$ cat config.mk
export PLATFORM = sky130hd
export DESIGN_NAME = tlb
export DESIGN_NICKNAME = d
export VERILOG_FILES = /design/src/rtl/mmu_pkg.sv /design/src/rtl/tlb_cam.sv /design/src/rtl/tlb.sv
export SDC_FILE = /design/constraint.sdc
export NUM_CORES = 2
export LEC_CHECK = 0
export ABC_AREA = 1
export BUFFER_PORTS_ARGS = -buffer_cell sky130_fd_sc_hd__buf_2
export CAP_MARGIN = 40
export CORE_MARGIN = 2
export CORE_UTILIZATION = 54
export CTS_CLUSTER_DIAMETER = 150
export DETAILED_ROUTE_END_ITERATION = 16
export PLACE_DENSITY = 0.88
export REMOVE_ABC_BUFFERS = 1
export SLEW_MARGIN = 20
export SYNTH_ARGS = -nofsm -noshare
export SYNTH_HDL_FRONTEND = slang
export SYNTH_SLANG_ARGS = --single-unit
$ cat constraint.sdc
create_clock -name clk -period 6.1 [get_ports clk]
set_clock_uncertainty 0.15 [all_clocks]
set_input_delay 0.61 -clock clk [delete_from_list [all_inputs] [get_ports clk]]
set_output_delay 0.61 -clock clk [all_outputs]
set_load 0.02 [all_outputs]
$ cat src/rtl/mmu_pkg.sv
// rtl/mmu_pkg.sv - shared MMU types, PTE bit positions and the TLB fault check
package mmu_pkg;

  typedef logic [7:0] tlb_perm_bits;

  typedef enum logic [1:0] {
    IDLE = 2'd0,
    WALK = 2'd1,
    RESP = 2'd2
  } tlb_state_e;

  localparam int PTE_V = 0;
  localparam int PTE_R = 1;
  localparam int PTE_W = 2;
  localparam int PTE_X = 3;
  localparam int PTE_U = 4;
  localparam int PTE_G = 5;
  localparam int PTE_A = 6;
  localparam int PTE_D = 7;

  localparam int VPN_W = 36;  // vaddr[47:12]
  localparam int PPN_W = 52;  // paddr[63:12]

  // Any single violation makes the access fault; W without R is a reserved encoding.
  function automatic logic pte_fault(input tlb_perm_bits p, input logic wr, input logic ex,
                                     input logic usr);
    return !p[PTE_V] || (p[PTE_W] && !p[PTE_R]) || (wr && !p[PTE_W]) ||
           (ex && !p[PTE_X]) || (!wr && !ex && !p[PTE_R]) || (usr && !p[PTE_U]);
  endfunction

endpackage

$ cat src/rtl/tlb_cam.sv
// rtl/tlb_cam.sv - TLB tag store with fully-associative match
module tlb_cam
  import mmu_pkg::*;
#(
  parameter int ENTRIES = 8,
  parameter int IDX_W   = $clog2(ENTRIES)
) (
  input  logic               clk,
  input  logic               reset,
  input  logic               flush_i,
  input  logic               wr_en_i,
  input  logic [IDX_W-1:0]   wr_idx_i,
  input  logic [VPN_W-1:0]   wr_vpn_i,
  input  logic [VPN_W-1:0]   lookup_vpn_i,
  output logic [ENTRIES-1:0] valid_o,
  output logic [ENTRIES-1:0] hit_vec_o,
  output logic               hit_o,
  output logic [IDX_W-1:0]   hit_idx_o
);

  logic [ENTRIES-1:0] valid_q;
  logic [VPN_W-1:0]   vpn_q [ENTRIES];
  logic [ENTRIES-1:0] match;
  logic [IDX_W-1:0]   idx;

  // Valid bits: reset and flush clear everything, a fill sets one entry.
  always_ff @(posedge clk) begin
    if (!reset) begin
      valid_q <= '0;
    end else if (flush_i) begin
      valid_q <= '0;
    end else if (wr_en_i) begin
      valid_q[wr_idx_i] <= 1'b1;
    end
  end

  // Tag array; contents are meaningless while the matching valid bit is clear.
  always_ff @(posedge clk) begin
    if (wr_en_i) begin
      vpn_q[wr_idx_i] <= wr_vpn_i;
    end
  end

  // Parallel compare; the OR-encode is exact because duplicates are never installed.
  always_comb begin
    match = '0;
    idx   = '0;
    for (int i = 0; i < ENTRIES; i++) begin
      match[i] = valid_q[i] && (vpn_q[i] == lookup_vpn_i);
      if (match[i]) idx = idx | IDX_W'(i);
    end
  end

  assign valid_o   = valid_q;
  assign hit_vec_o = match;
  assign hit_o     = |match;
  assign hit_idx_o = idx;

endmodule

$ cat src/rtl/tlb.sv
// rtl/tlb.sv - fully-associative TLB with walker interface; TLB_PERF_CNT_EN adds hit/miss counters
module tlb
  import mmu_pkg::*;
#(
  parameter int ENTRIES = 8
) (
  input  logic               clk,
  input  logic               reset,
  input  logic               en,
  input  logic               flush,
  input  logic               req_valid,
  output logic               req_ready,
  input  logic [63:0]        req_addr,
  input  logic               req_write,
  input  logic               req_exec,
  input  logic               req_user,
  output logic               resp_valid,
  output logic [63:0]        resp_paddr,
  output logic               resp_fault,
  output logic               mmu_req_valid,
  output logic [63:0]        mmu_req_addr,
  input  logic               mmu_resp_valid,
  input  logic [63:0]        mmu_resp_addr,
  input  logic [7:0]         mmu_resp_perms,
  output logic [31:0]        hit_count,
  output logic [31:0]        miss_count
);

  localparam int IW = $clog2(ENTRIES);

  tlb_state_e         state_q, state_d;
  logic [63:0]        lat_addr_q;
  logic               lat_write_q, lat_exec_q, lat_user_q;
  logic               flush_seen_q;
  logic [IW-1:0]      rr_ptr_q;
  logic [PPN_W-1:0]   ppn_q [ENTRIES];
  tlb_perm_bits       perms_q [ENTRIES];
  logic               resp_valid_q, resp_fault_q;
  logic [63:0]        resp_paddr_q;

  logic [ENTRIES-1:0] valid_vec, hit_vec;
  logic               hit;
  logic [IW-1:0]      hit_idx;
  logic               free_found;
  logic [IW-1:0]      free_idx, victim_idx;
  logic               accept, miss, walk_done, install;
  logic               hit_fault, walk_fault;
  logic               unused_lsb;

  assign unused_lsb = ^{mmu_resp_addr[11:0], hit_vec};

  assign accept    = req_valid && req_ready;
  assign miss      = accept && en && !hit;
  assign walk_done = (state_q == WALK) && mmu_resp_valid;
  assign install   = walk_done && !flush && !flush_seen_q;

  tlb_cam #(.ENTRIES(ENTRIES), .IDX_W(IW)) u_cam (
    .clk          (clk),
    .reset        (reset),
    .flush_i      (flush),
    .wr_en_i      (install),
    .wr_idx_i     (victim_idx),
    .wr_vpn_i     (lat_addr_q[47:12]),
    .lookup_vpn_i (req_addr[47:12]),
    .valid_o      (valid_vec),
    .hit_vec_o    (hit_vec),
    .hit_o        (hit),
    .hit_idx_o    (hit_idx)
  );

  // Victim: lowest-index free slot, otherwise the round-robin pointer.
  always_comb begin
    free_found = 1'b0;
    free_idx   = '0;
    for (int i = ENTRIES - 1; i >= 0; i--) begin
      if (!valid_vec[i]) begin
        free_found = 1'b1;
        free_idx   = IW'(i);
      end
    end
    victim_idx = free_found ? free_idx : rr_ptr_q;
  end

  assign hit_fault  = pte_fault(perms_q[hit_idx], req_write, req_exec, req_user);
  assign walk_fault = pte_fault(mmu_resp_perms, lat_write_q, lat_exec_q, lat_user_q);

  // FSM state register.
  always_ff @(posedge clk) begin
    if (!reset) state_q <= IDLE;
    else        state_q <= state_d;
  end

  // FSM next state: only a translated miss starts a walk.
  always_comb begin
    state_d = state_q;
    case (state_q)
      IDLE:    if (miss) state_d = WALK;
      WALK:    if (mmu_resp_valid) state_d = RESP;
      RESP:    state_d = IDLE;
      default: state_d = IDLE;
    endcase
  end

  // FSM outputs.
  always_comb begin
    req_ready     = (state_q == IDLE) && !flush;
    mmu_req_valid = (state_q == WALK);
  end

  // Latch the missing request and remember a flush seen while the walk is outstanding.
  always_ff @(posedge clk) begin
    if (!reset) begin
      lat_addr_q   <= '0;
      lat_write_q  <= 1'b0;
      lat_exec_q   <= 1'b0;
      lat_user_q   <= 1'b0;
      flush_seen_q <= 1'b0;
    end else begin
      if (miss) begin
        lat_addr_q  <= req_addr;
        lat_write_q <= req_write;
        lat_exec_q  <= req_exec;
        lat_user_q  <= req_user;
      end
      flush_seen_q <= (state_d == WALK) && (flush || flush_seen_q);
    end
  end

  // Entry payload written on fill; gated by the cam valid bit.
  always_ff @(posedge clk) begin
    if (install) begin
      ppn_q[victim_idx]   <= mmu_resp_addr[63:12];
      perms_q[victim_idx] <= mmu_resp_perms;
    end
  end

  // Round-robin pointer advances only when a valid entry is evicted.
  always_ff @(posedge clk) begin
    if (!reset || flush)            rr_ptr_q <= '0;
    else if (install && !free_found) rr_ptr_q <= rr_ptr_q + 1'b1;
  end

  // Response register: bypass and hit answer the cycle after acceptance, a walk during RESP.
  always_ff @(posedge clk) begin
    if (!reset) begin
      resp_valid_q <= 1'b0;
      resp_fault_q <= 1'b0;
      resp_paddr_q <= '0;
    end else begin
      resp_valid_q <= 1'b0;
      if (accept && !en) begin
        resp_valid_q <= 1'b1;
        resp_fault_q <= 1'b0;
        resp_paddr_q <= req_addr;
      end else if (accept && hit) begin
        resp_valid_q <= 1'b1;
        resp_fault_q <= hit_fault;
        resp_paddr_q <= hit_fault ? 64'd0 : {ppn_q[hit_idx], req_addr[11:0]};
      end else if (walk_done) begin
        resp_valid_q <= 1'b1;
        resp_fault_q <= walk_fault;
        resp_paddr_q <= walk_fault ? 64'd0 : {mmu_resp_addr[63:12], lat_addr_q[11:0]};
      end
    end
  end

  assign resp_valid   = resp_valid_q;
  assign resp_fault   = resp_fault_q;
  assign resp_paddr   = resp_paddr_q;
  assign mmu_req_addr = lat_addr_q;

`ifdef TLB_PERF_CNT_EN
  logic [31:0] hit_cnt_q, miss_cnt_q;

  // Saturating performance counters for translated lookups.
  always_ff @(posedge clk) begin
    if (!reset) begin
      hit_cnt_q  <= '0;
      miss_cnt_q <= '0;
    end else begin
      if (accept && en && hit && (hit_cnt_q != '1)) hit_cnt_q <= hit_cnt_q + 32'd1;
      if (miss && (miss_cnt_q != '1))               miss_cnt_q <= miss_cnt_q + 32'd1;
    end
  end

  assign hit_count  = hit_cnt_q;
  assign miss_count = miss_cnt_q;
`else
  assign hit_count  = '0;
  assign miss_count = '0;
`endif

endmodule

## Word-level counts from Yosys, hierarchy flattened

Memory sizes are Yosys's and may differ from the RTL's.
Index checks and enable logic that the tools add are counted.

| storage, ports and cells | value |
|---|---|
| bits in writable memories | 768 |
| output and inout port bits | 196 |
| bits of input ports | 145 |
| memories | 3 |
| bits in read-only memories | 0 |
| latch bits | 0 |
| register bits | 147 |

| operators by class | value |
|---|---|
| muxes and demuxes | 41 |
| $mul | 0 |
| reduce and logical (&&, ||, !) cells | 70 |
| magnitude comparators | 2 |
| shift-type cells | 0 |
| $add $sub $neg | 1 |
| bitwise operators | 2 |
| equality and inequality tests | 10 |
| div/mod/pow operators | 0 |

Memory list:

| name | words | width | read ports | clocked after Yosys merged registers in | wr ports | RTL line | text |
|---|---|---|---|---|---|---|---|
| ppn_q | 8 | 52 | 1 | 0 | 1 | tlb.sv:36 | `logic [PPN_W-1:0] ppn_q [ENTRIES];` |
| u_cam.vpn_q | 8 | 36 | 8 | 0 | 1 | tlb_cam.sv:22 | `logic [VPN_W-1:0] vpn_q [ENTRIES];` |
| perms_q | 8 | 8 | 1 | 0 | 1 | tlb.sv:37 | `tlb_perm_bits perms_q [ENTRIES];` |

Operators by type and width:

| cell | count |
|---|---|
| $mux 64 | 5 |
| $eq 36x36->1 | 8 |
| $mux 3 | 13 |
| $logic_and 1x1->1 | 32 |
| $logic_not 1->1 | 20 |
| $mux 1 | 17 |
| $logic_or 1x1->1 | 12 |
| $mux 2 | 4 |
| $or 8x8->8 | 1 |
| $reduce_or 8->1 | 1 |
| $eq 2x1->1 const B | 2 |
| $lt 3x4->1 const B | 1 |
| $pmux 2 s2 | 1 |
| $reduce_or 2->1 | 2 |
| $add 3x1->3 const B | 1 |
| $demux 1 s3 | 1 |
| $ge 3x1->1 const B | 1 |
| $reduce_bool 3->1 | 1 |
| $logic_not 2->1 | 1 |
| $reduce_bool 2->1 | 1 |
| $not 1->1 | 1 |

## Longest topological paths before layout

An unclocked memory read counts as a cell.

| depth | value |
|---|---|
| depth in word-level cells | 21 |
| gate-level depth with buffers | 28 |

## Modules after synthesis

A second synthesis with hierarchy kept.

| second synthesis, totals | value |
|---|---|
| cell total of the unflattened synthesis | 4017 |
| area total of the unflattened synthesis | 39583.0 µm² |

By module, submodules not included:

| module | instances | area each (µm²) | cells an instance | seq. area each (µm²) |
|---|---|---|---|---|
| tlb | 1 | 25628.3 | 2558 | 16475.8 |
| tlb_cam | 1 | 13954.6 | 1459 | 8808.4 |

## Least setup slack after synthesis

No wires, ideal clock.

| timing path | value |
|---|---|
| path type | register -> register |
| start point | register u_cam.valid_q[0] (netlist: u_cam.valid_o[0]) |
| end point | memory perms_q[3][0] (netlist bit), enable pin |
| path slack | -7 ps |
| arrival time | 5408 ps |
| setup time | 549 ps |
| clock period less this slack | 6107 ps |
| cell stages (with the launch flop) | 9 |
| buffers on the path | 0 |
| cells stage by stage | dfxtp_1 -> inv_1 -> nor4_1 -> inv_1 -> nor4_1 -> inv_1 -> o21ai_0 -> inv_1 -> nor2_1 |

| on the way | value |
|---|---|
| word-level cells in the longest chain between the ends | 2 |

RTL lines:

| item | RTL line | text |
|---|---|---|
| start: declaration | tlb_cam.sv:21 | `logic [ENTRIES-1:0] valid_q;` |
| start signal: assignment | tlb_cam.sv:29 | `valid_q <= '0;` |
| start signal: assignment | tlb_cam.sv:31 | `valid_q <= '0;` |
| start signal: indexed assignment | tlb_cam.sv:33 | `valid_q[wr_idx_i] <= 1'b1;` |
| $mux 3 / $mux 1 (equally long branches) | tlb.sv:76 | `if (!valid_vec[i]) begin` |
| $mux 3 (*) | tlb.sv:81 | `victim_idx = free_found ? free_idx : rr_ptr_q;` |
| end: declaration | tlb.sv:37 |  |

Every way passes the cells marked *; elsewhere a longest branch is shown, timed or not.

## Worst setup path after layout

| timing path | value |
|---|---|
| start point | input port req_addr[16] |
| end point | register resp_paddr_q[16] (netlist: resp_paddr[16]) |

| on the way | value |
|---|---|
| word-level cells in the longest chain between the ends | 20 |

RTL lines:

| item | RTL line | text |
|---|---|---|
| start: declaration | tlb.sv:13 | `input logic [63:0] req_addr,` |
| $eq 36x36->1 | tlb_cam.sv:49 | `match[i] = valid_q[i] && (vpn_q[i] == lookup_vpn_i);` |
| $logic_and 1x1->1 | tlb_cam.sv:49 |  |
| $mux 1 | tlb_cam.sv:50 | `if (match[i]) idx = idx \| IDX_W'(i);` |
| $mux 2 (2 in series) | tlb_cam.sv:50 |  |
| $mux 3 (4 in series) | tlb_cam.sv:50 |  |
| $mem_v2 8x8 | -- |  |
| $logic_not 1->1 | mmu_pkg.sv:27, mmu_pkg.sv:28 |  |
| $logic_and 1x1->1 | mmu_pkg.sv:27 | `return !p[PTE_V] \|\| (p[PTE_W] && !p[PTE_R]) \|\| (wr && !p[PTE_W]) \|\|` |
| $logic_or 1x1->1 (3 in series) | mmu_pkg.sv:27 |  |
| $logic_or 1x1->1 (2 in series) | mmu_pkg.sv:28 | `(ex && !p[PTE_X]) \|\| (!wr && !ex && !p[PTE_R]) \|\| (usr && !p[PTE_U]);` |
| $mux 64 | tlb.sv:158 | `resp_paddr_q <= hit_fault ? 64'd0 : {ppn_q[hit_idx], req_addr[11:0]};` |
| $mux 64 | tlb.sv:155 | `end else if (accept && hit) begin` |
| $mux 64 | tlb.sv:151 | `if (accept && !en) begin` |
| end signal: assignment | tlb.sv:154 | `resp_paddr_q <= req_addr;` |
| end signal: assignment | tlb.sv:158 |  |
| end signal: assignment | tlb.sv:162 | `resp_paddr_q <= walk_fault ? 64'd0 : {mmu_resp_addr[63:12], lat_addr_q[11:0]};` |
| end: declaration | tlb.sv:39 | `logic [63:0] resp_paddr_q;` |

Several ways; a longest one is shown, not always the timed one.
A chain may end at the register's enable or synchronous reset.

==> impl_metrics.env <==
export IMPL_grt_pass1_wl_um=207000
export IMPL_dp_final_hpwl_um=93100
export IMPL_cts_setup_buffers=0
export IMPL_grt_overflow_total=0
export IMPL_stdcell_count=5758
export IMPL_gp_congestion=1.08
export IMPL_clock_sinks=891
export IMPL_period_needed_ps=4670
export IMPL_p_sw_mw=3.20
export IMPL_ys_ff_latch=891
export IMPL_final_core_util=0.614
export IMPL_p_per_area_mw_per_mm2=287
export IMPL_maxCapViolCount=0
export IMPL_cts_buffers_inserted=90
export IMPL_syn_area_per_cell_um2=9.36
export IMPL_power_mw=13.4
export IMPL_cts_hold_buf=0
export IMPL_synth_edff_count=744
export IMPL_yosysWarnings=0
export IMPL_tns_ps=0
export IMPL_ant_nets=0
export IMPL_vdd_drop_max_mv=0.231
export IMPL_yosysUniqueCellTypes=46
export IMPL_ctsRootBufferMaster="clkbuf_16"
export IMPL_wl_per_cell_um=25.4
export IMPL_grt_max_degree=143
export IMPL_fp_coreArea_mm2=0.0759
export IMPL_place_area_mm2=0.0433
export IMPL_register_area_mm2=0.0253
export IMPL_min_period_over_period=0.766
export IMPL_clock_latency_ps=670
export IMPL_layout_drive_gt1_share=0.136
export IMPL_fillers=5997
export IMPL_seq_area_frac_synth=0.610
export IMPL_cts_clk_slew_worst_paths_ps=60
export IMPL_pwr_share_clk=0.437
export IMPL_p_comb_frac=0.062
export IMPL_cp_data_required_time_ps=6550
export IMPL_timing_hold_violations_final=0
export IMPL_worstMarginPinSlew_ps=957
export IMPL_port_buffers=261
export IMPL_rsz0062_at_grt="no"
export IMPL_multi_input_area_mm2=0.0133
export IMPL_die_w_um=281
export IMPL_synth_area_mm2=0.0415
export IMPL_cts_tree="yes"
export IMPL_fp_dieArea_mm2=0.0790
export IMPL_leakage_nw=19.8
export IMPL_critical_path_max_fanout=21
export IMPL_via_per_inst=5.90
export IMPL_dp_slack_ps=983
export IMPL_htree_num_levels=3
export IMPL_clockBufferDepth=3
export IMPL_die_h_um=281
export IMPL_p_seq_frac=0.501
export IMPL_syn_instance_count=4430
export IMPL_stdcell_area_mm2=0.0467
export IMPL_slew_violations=0
export IMPL_max_slew_margin_rel=0.361
export IMPL_start_util=0.546
export IMPL_hold_class="input pin to register"
export IMPL_dp_cells=5571
export IMPL_syn2layout_area_growth_pct=12.5
export IMPL_vias=33988
export IMPL_drc_errors=0
export IMPL_drt_iter0_drc=5413
export IMPL_p_sw_frac=0.239
export IMPL_grt_pass1_vias=32282
export IMPL_cp_start_kind="input pin"
export IMPL_ios=341
export IMPL_grtUsageTotal=0.365
export IMPL_timing_fmax_mhz=214
export IMPL_status="finished clean"
export IMPL_rows=101
export IMPL_async_reset_ff_frac=0
export IMPL_crit_arrival_ps=5130
export IMPL_setup_viol=0
export IMPL_cts_resized_gates=0
export IMPL_whs_ps=37.0
export IMPL_worstSetupEndpointType="register"
export IMPL_wl_um=146000
export IMPL_fin_ws_ps=1430
export IMPL_fin_nets=4787
export IMPL_firstDrtPassIters=6
export IMPL_antenna_found_initial=15
export IMPL_ys_flop_type="edfxtp_1"
export IMPL_cellInternalPower_mw=10.2
export IMPL_crit_type="input pin to register"
[registers in the layout, indices dropped and copies added, names as in the netlist]
register / count
perms_q: 40
resp_paddr: 64
resp_fault: 1
u_cam.valid_o: 8
lat_exec_q: 1
mmu_req_addr: 64
u_cam.vpn_q: 288
ppn_q: 416
flush_seen_q: 1
lat_user_q: 1
rr_ptr_q: 3
state_q: 2
resp_valid: 1
lat_write_q: 1
[Yosys cell counts, types with 12 or more instances]
| library cell | count | area share |
|---|---|---|
| nand2_1 | 1407 | 0.13 |
| edfxtp_1 | 744 | 0.54 |
| inv_1 | 386 | 0.035 |
| nor2_1 | 386 | 0.035 |
| a21oi_1 | 258 | 0.031 |
| nand3_1 | 240 | 0.029 |
| o21ai_0 | 158 | 0.019 |
| dfxtp_1 | 147 | 0.071 |
| buf_4 | 107 | 0.019 |
| nand4_1 | 74 | 0.011 |
| clkbuf_1 | 66 | 0.0060 |
| buf_2 | 64 | 0.0077 |
| o211ai_1 | 60 | 0.011 |
| or2_2 | 43 | 0.0065 |
| xnor2_1 | 40 | 0.0084 |
| nor3_1 | 37 | 0.0045 |
| inv_2 | 34 | 0.0031 |
| nand3_2 | 25 | 0.0060 |
| a21oi_2 | 23 | 0.0049 |
| xor2_1 | 16 | 0.0034 |
| buf_6 | 12 | 0.0033 |
[per-layer routing]
layer  wire length (um)  vias up  track usage
met3              19000      521       0.0825
met5                 89        -            0
li1                   -    14982            -
met1              51100    15968        0.463
met4               9880       14        0.224
met2              66000     2503        0.571
[cells in the final DEF, fill, tap and decap left out, types with 23 or more instances in the layout]
cell,synthesis,routed
a21oi_2,23,23
edfxtp_1,744,744
nor2_1,386,375
buf_2,64,260
o211ai_1,60,60
nand4_1,74,74
inv_1,386,384
xnor2_1,40,40
o21ai_0,158,158
a21oi_1,258,258
conb_1,1,64
nor3_1,37,37
inv_2,34,34
nand3_2,25,25
dfxtp_1,147,147
nand2_1,1407,1405
or2_2,43,43
clkbuf_16,0,99
buf_4,107,36
nand3_1,240,240
[path summary, 6_finish.rpt]
kind,startpoint,end,slack (ps),depth (start not counted)
setup / recovery,req_addr[16],resp_paddr[16]$_SDFFE_PN0P_,1430,19
hold / removal,req_addr[52],mmu_req_addr[52]$_SDFFE_PN0P_,40,3
setup reg to reg,u_cam.vpn_q[0][34]$_DFFE_PP_,resp_paddr[16]$_SDFFE_PN0P_,1570,15
hold reg to reg,resp_paddr[13]$_SDFFE_PN0P_,resp_paddr[13]$_SDFFE_PN0P_,300,2
[cell families after synthesis]
kind of cell / synth area share
XOR/XNOR: 0.0118
AO/OA/AOI/OAI: 0.0695
other: 0.0000904
flip-flops: 0.610
AND/OR/NAND/NOR: 0.230
adder cells (fa/ha/maj): 0.000302
buffers and inverters: 0.0785
[worst max-delay path, cell delays in order]
cell	delay (ps)
buf_2	340
inv_1	330
nand2_1	130
nand2_1	60
nor2_1	440
nand4_1	190
nor2_1	140
nand3_1	110
nor2_1	520
nor2_1	150
nand2_2	120
nor2_4	50
nor2_4	90
nor2_1	50
nand2_2	430
nand2_2	600
a21oi_1	530
nand2_1	110
nand2_1	70
[final cells by class]
cell class,count,area share
sequential,891,0.542
antenna,9,0.000483
tap,1030,0.0276
inverter,422,0.0340
multi-input combinational,2915,0.284
clock inverter,44,0.00998
clock buffer,126,0.0581
timing repair buffer,321,0.0436
[power groups by stage]
| stage | combinational (mW) | sequential (mW) | clock, mW |
|---|---|---|---|
| CTS | 0.779 | 6.71 | 5.84 |
| detailed placement | 0.775 | 6.84 | 0 |
| global placement | 0.758 | 6.85 | 0 |
| global route | 0.865 | 6.70 | 6.07 |
| floorplan | 0.327 | 6.84 | 0 |
| finish | 0.826 | 6.71 | 5.84 |
Note: power is estimated with default switching activity, not from simulation.
